<file path="config.mk">
export PLATFORM = sky130hd
export DESIGN_NAME = pending_priority_arbiter
export DESIGN_NICKNAME = d
export VERILOG_FILES = /design/src/rtl/pending_priority_arbiter.sv
export SDC_FILE = /design/constraint.sdc
export NUM_CORES = 1
export LEC_CHECK = 0
export ABC_AREA = 0
export ABC_CLOCK_PERIOD_IN_PS = 4200
export CAP_MARGIN = 10
export CORE_MARGIN = 1.5
export CORE_UTILIZATION = 42
export DETAILED_ROUTE_END_ITERATION = 12
export PLACE_DENSITY = 0.84
export SYNTH_ARGS = -nofsm -noshare
export SYNTH_HDL_FRONTEND = slang
export SYNTH_SLANG_ARGS = --single-unit
</file>
<file path="constraint.sdc">
create_clock -name clk -period 4.2 [get_ports clk]
set_input_delay 0.84 -clock clk [delete_from_list [all_inputs] [get_ports clk]]
set_output_delay 0.84 -clock clk [all_outputs]
set_load 0.005 [all_outputs]
</file>
<file path="src/rtl/pending_priority_arbiter.sv">
// Sticky pending-request register feeding a one-index-per-transfer valid/ready
// output stage, served in fixed-priority or round-robin order.

module pending_cell (
  input  logic clk,
  input  logic rst,
  input  logic set,
  input  logic clr,
  output logic q
);
  // A set in the same cycle as a clear keeps the bit: the request is served again.
  always_ff @(posedge clk) begin
    if (rst) q <= 1'b0;
    else     q <= (q & ~clr) | set;
  end
endmodule

module pending_priority_arbiter #(
  parameter int WIDTH   = 16,
  parameter int IDX_W   = 4,
  parameter int CNT_W   = 5,
  parameter int RR_MODE = 0
) (
  input  logic             clk,
  input  logic             rst,
  input  logic [WIDTH-1:0] req_in,
  input  logic             out_ready,
  output logic             out_valid,
  output logic [IDX_W-1:0] out_idx,
  output logic [WIDTH-1:0] pend_vec,
  output logic [CNT_W-1:0] pend_cnt,
  output logic             all_clear
);

  logic [IDX_W-1:0] last_idx;
  logic [IDX_W-1:0] winner;
  logic [WIDTH-1:0] clear_mask;
  logic [WIDTH-1:0] below_last;
  logic [WIDTH-1:0] search;
  logic             stage_free;
  logic             load;

  function automatic logic [IDX_W-1:0] highest_set(input logic [WIDTH-1:0] v);
    logic [IDX_W-1:0] r;
    r = '0;
    for (int i = 0; i < WIDTH; i++)
      if (v[i]) r = IDX_W'(i);
    return r;
  endfunction

  assign stage_free = !out_valid || out_ready;
  assign load       = stage_free && (pend_vec != '0);

  genvar g;
  generate
    for (g = 0; g < WIDTH; g++) begin : g_lane
      pending_cell u_cell (
        .clk (clk),
        .rst (rst),
        .set (req_in[g]),
        .clr (clear_mask[g]),
        .q   (pend_vec[g])
      );
      assign below_last[g] = (IDX_W'(g) < last_idx);
    end
  endgenerate

  // Round-robin: indices below last_idx are searched first (descending); if
  // none is pending, the wrap portion is last_idx..WIDTH-1, again highest first.
  generate
    if (RR_MODE != 0) begin : g_rr
      logic [WIDTH-1:0] lower;
      assign lower  = pend_vec & below_last;
      assign search = (lower != '0) ? lower : pend_vec;
    end else begin : g_fixed
      assign search = pend_vec;
    end
  endgenerate

  assign winner = highest_set(search);

  always_comb begin
    clear_mask = '0;
    if (load) clear_mask[winner] = 1'b1;
  end

  always_ff @(posedge clk) begin
    if (rst) begin
      out_valid <= 1'b0;
      out_idx   <= '0;
      last_idx  <= '0;
    end else if (stage_free) begin
      if (pend_vec != '0) begin
        out_valid <= 1'b1;
        out_idx   <= winner;
        last_idx  <= winner;
      end else begin
        out_valid <= 1'b0;
      end
    end
  end

  always_comb begin
    pend_cnt = '0;
    for (int i = 0; i < WIDTH; i++)
      pend_cnt = pend_cnt + CNT_W'(pend_vec[i]);
  end

  assign all_clear = !out_valid && (pend_vec == '0);

endmodule

</file>
---- Word level (Yosys, flattened, before mapping) ----
Cells that the tools add are included.
operators by class
  add/sub/neg operators ................... 15
  $lt $le $gt $ge ......................... 2
  mux-type cells .......................... 19
  bitwise operators ....................... 48
  reductions and logical operators ........ 8
operator list
  operator                                                    number
  adder 5 x 1 -> 5 bit                                        11
  two-way mux 4 bit                                           13
  AND 1 bit                                                   16
  logical NOT 16 bit                                          1
  two-way mux 16 bit                                          1
  inverter 1 bit                                              16
  OR 1 bit                                                    16
  nonzero test 16 bit                                         1
  adder 4 x 1 -> 5 bit                                        1
  less-than comparator 4 x 5 -> 1 bit, second input constant  1
  adder 3 x 1 -> 4 bit                                        1
  demux 1 bit (select 4 bit)                                  1
  >= comparator 4 x 1 -> 1 bit, second input constant         1
  adder 2 x 1 -> 3 bit                                        1
  logical AND 1 bit                                           3
  two-way mux 1 bit                                           3
  adder 1 x 1 -> 2 bit                                        1
  two-way mux 2 bit                                           1
  AND reduction 2 bit                                         1
  logical NOT 1 bit                                           1
  logical OR 1 bit                                            1
word-level totals
  register bits after elaboration ......... 21
  logic and storage cells ................. 110

---- Depth between registers and ports, before layout ----
  depth after elaboration ................. 23
  mapped depth ............................ 12
  gate-level depth less buffers ........... 12

---- By module ----
From an unflattened synthesis, not the netlist that was laid out.
second synthesis, totals
  cell total of the unflattened synthesis .. 186
  area total of the unflattened synthesis .. 1544.0 µm²
modules (own cells, without submodules)
  module                    instances  cells each  area an instance (µm²)
  pending_priority_arbiter  1          122         923.4
  pending_cell              16         4           38.8

---- Worst setup path after synthesis ----
Ideal clock, no wire load.
  path type ............................... reg-to-output
  start ................................... reg g_lane[5].u_cell.q
  end ..................................... out pend_cnt[4]
  arrival ................................. 3227 ps
  required time ........................... 3360 ps
  setup slack ............................. 133 ps
  cell stages (with the launch flop) ...... 12
  path through ............................ dfxtp_1 -> inv_1 -> fa_1 -> fa_1 -> fa_1 -> fa_1 -> inv_1 -> ha_1 -> inv_1 -> fa_1 -> nor2b_1 -> o21a_1
between the ends
  word-level cells in the longest chain between the ends .. 11
ends and longest elaborated chain
  item                                line  text
  start: declaration                  9     output logic q
  start signal: assignment            14    else q <= (q & ~clr) | set;
  adder 5 x 1 -> 5 bit (11 in a row)  106   pend_cnt = pend_cnt + CNT_W'(pend_vec[i]);
  end: declaration                    31    output logic [CNT_W-1:0] pend_cnt,
No other way between the ends.

---- Worst setup path in the final report ----
  start ................................... reg g_lane[9].u_cell.q
  end ..................................... out pend_cnt[4]
between the ends
  word-level cells in the longest chain between the ends .. 7
ends and longest elaborated chain
  item                               line
  start: declaration                 9
  start signal: assignment           14
  adder 5 x 1 -> 5 bit (7 in a row)  106
No other way between the ends.

==> run_results.csv <==
group,metric,value,unit
status,outcome,"complete, but fails checks",
status,violations,"negative setup slack",
grt,antenna_found_initial,0,
power_and_ir_drop,swShare,0.371,
power_and_ir_drop,p_leak,0.885,nW
critical_path,end_kind,"primary output",
floorplan,die_area,0.00401,mm²
sta,rsz0062_at_grt,"true",
floorplan,die_h,63.3,µm
synth,synth_seq_area_share,0.275,
grt,grtUsageTotal,0.202,
finish,fillCellCount,301,
grt,grt_pass1_vias,1396,
finish,final_nets,266,
power_and_ir_drop,switchingPower,292,µW
placement,gp_congestion,0.911,
synth,synth_area_leaders,"dfxtp_1 27%, fa_1 13%, nor2_1 11%",
cts,clk_pin_slew,0.12,ns
synth,ys_warn_count,0,
sta,clock_skew,0.00236,ns
synth,synth_edf_count,0,
critical_path,arrival,3.62,ns
finish,diodes,0,
placement,place.port_buffers,45,
floorplan,core,0.00342,mm²
sta,holdWs,0.501,ns
synth,syn_inst,186,
sta,fmax,224,MHz
cts,cts_buffers,3,
power_and_ir_drop,internal_power,494,µW
power_and_ir_drop,power.total,786,µW
synth,syn-num-nets,221,
detailed_routing,drc,0,
synth,ys.flop_type,"dfxtp_1",
finish,area_delta_synth_final,34.0,%
sta,setup_slack,-0.259,ns
cts,htree_num_levels,1,
floorplan,die_w,63.3,µm
cts,insertion_delay,0.31,ns
finish,drive_gt1_frac,0.178,
floorplan,fp-row-count,21,
detailed_routing,finalWirelength,3790,µm
detailed_routing,wl_per_cell,13.7,µm
grt,grt_overflow_total,0,
synth,syn_avg_cell_area,8.22,µm²
synth,synth-async-reset-ratio,0,
placement,dpl.hpwl,3040,µm
synth,syn_area,0.00153,mm²
finish,final_util,0.600,
sta,setup_viol,4,
detailed_routing,vias,1441,
sta,tightestPinTransition,0.783,ns
cts,cts_tree,"done",
detailed_routing,drtAntennaViolNets,0,
floorplan,boundaryPins,46,
detailed_routing,drt_iter0_markers,72,
cts,clock_sinks,21,
sta,slew_viol_final,0,
power_and_ir_drop,p_per_area,383,mW/mm²
power_and_ir_drop,p_clk_frac,0.127,
cts,cts_root_buf,"clkbuf_4",
power_and_ir_drop,ir_worst_vdd,0.000184,V
detailed_routing,first_pass_iters,4,
sta,relSlewSlack,0.476,
hold_path,hold_path.class,"reg2reg",
cts,cts_max_path_buffers,2,
grt,grt_pass1_wl,6300,µm
critical_path,cp_max_fo,2,
sta,fin_crit,4.46,ns
critical_path,crit_chain,"inv_1, fa_1, fa_2, fa_2, fa_2, inv_2, ha_4, inv_2, fa_2, nor2b_1, o21a_1, buf_2",
power_and_ir_drop,p_seq_frac,0.292,
detailed_routing,via_per_inst,5.22,
flow_run,drv_cap,0,
synth,ys_ff_latch,21,
sta,hold_viol,0,
critical_path,critical_path_required,3.36,ns
synth,synth_top_cell_area_share,0.275,
synth,yosysTopAreaCell,"dfxtp_1",
floorplan,start_util,0.448,
critical_path,slowest_delay,0.57,ns
critical_path,critical_path_class,"reg2out",
synth,synth.distinct_cells,36,
critical_path,crit_top_cell,"fa_2",
power_and_ir_drop,p_comb_frac,0.580,
sta,finalCritPeriodShare,1.06,
grt,grt_max_degree,22,
cts,ctsHoldBuffers,0,
critical_path,critical-path-slowest-cell,"fa_1",
critical_path,critPathLaunchType,"flop",
==> cell usage after synthesis (2+ instances only) <==
cell and number:
clkbuf_1 3, or4_1 2, inv_1 23, fa_1 10, dfxtp_1 21, ha_1 6
nor4_1 2, buf_4 16, nor3_1 5, nor2b_1 5, xnor2_1 2, nor4_2 2
nor2_1 46, a21o_1 2, nand2_1 3, o21ai_0 3, nand2b_1 2, a21oi_1 3
a211oi_1 13
==> power groups by stage <==
stage	sequential (mW)	combinational (mW)	clock [mW]
finish	0.230	0.456	0.100
global route	0.232	0.527	0.109
CTS	0.229	0.453	0.0993
detailed placement	0.233	0.471	0
global placement	0.232	0.455	0
floorplan	0.239	0.252	0
==> placed cells by master, fill, tap and decap left out, drive strengths merged, types with 2 or more instances in the layout <==
| cell | netlist | routed |
|---|---|---|
| o21ai | 4 | 4 |
| clkbuf | 3 | 4 |
| fa | 10 | 10 |
| nor4 | 5 | 5 |
| nor2b | 5 | 5 |
| or4 | 2 | 2 |
| inv | 23 | 23 |
| dfxtp | 21 | 21 |
| nor3 | 5 | 5 |
| nor2 | 46 | 46 |
| ha | 6 | 6 |
| a21oi | 3 | 3 |
| clkdlybuf4s50 | 0 | 40 |
| nand2 | 3 | 3 |
| a211oi | 13 | 13 |
| xnor2 | 2 | 2 |
| buf | 16 | 18 |
| nand2b | 2 | 2 |
| a21o | 2 | 2 |
==> metrics by stage <==
stage,setup TNS (ns),setup slack (ns),instance area (µm²),cells
finish,-0.849,-0.259,2050,276
global route,-1.33,-0.393,2050,276
CTS,-1.11,-0.354,2040,276
detailed placement,-1.16,-0.345,2010,272
global placement,-1.01,-0.314,2010,272
floorplan,0,0.133,1530,186
==> layout make-up <==
class / count / area, µm² / area share
Sequential cell: 21 / 428 / 0.209
Clock buffer: 4 / 26.3 / 0.0128
Multi-Input combinational cell: 123 / 917 / 0.447
Timing Repair Buffer: 59 / 534 / 0.261
Tap cell: 46 / 57.6 / 0.0281
Inverter: 23 / 86.3 / 0.0421
==> timing repair <==
action	4_1_cts	5_1_grt
resized for setup	30	4
setup buffers	0	0
pin swaps	13	10
endpoints found under the setup margin	5	5
==> registers in the layout, indices dropped and copies added, names as in the netlist <==
name             flops
g_lane.u_cell.q     16
out_valid            1
out_idx              4
==> worst paths after layout <==
kind / from / cells past startpoint / end / slack [ns]
setup / recovery: g_lane[9].u_cell.q / 12 / pend_cnt[4] / -0.26
hold reg to reg: out_idx[1] / 2 / out_idx[1] / 0.50
hold / removal: out_idx[1] / 2 / out_idx[1] / 0.50
setup reg to reg: g_lane[5].u_cell.q / 5 / g_lane[0].u_cell.q / 2.20
==> routing by layer <==
metal  up-vias  global-route usage  part of all wire
met5         -                   0                 0
met4         0              0.0842             0.019
met3         7              0.0268             0.047
met2        54               0.337              0.50
met1       681               0.262              0.44
li1        699                   -                 -
==> logic make-up after synthesis <==
family	Yosys count	synth area share
DFF	21	0.275
xor gates and xnor gates	2	0.0115
buffers and inverters	42	0.142
adders and majority gates	16	0.180
AOI/OAI and AO/OA	32	0.152
and+or+nand+nor	73	0.239
==> critical path: cells and delay by family (launching register included) <==
| kind | cells | cell delay (ns) |
|---|---|---|
| AOI/OAI and AO/OA | 1 | 0.11 |
| adders and majority gates | 6 | 2.46 |
| buffers and inverters | 4 | 0.26 |
| DFF | 1 | 0.36 |
| and+or+nand+nor | 1 | 0.12 |
Power figures use the tool's default switching activity.
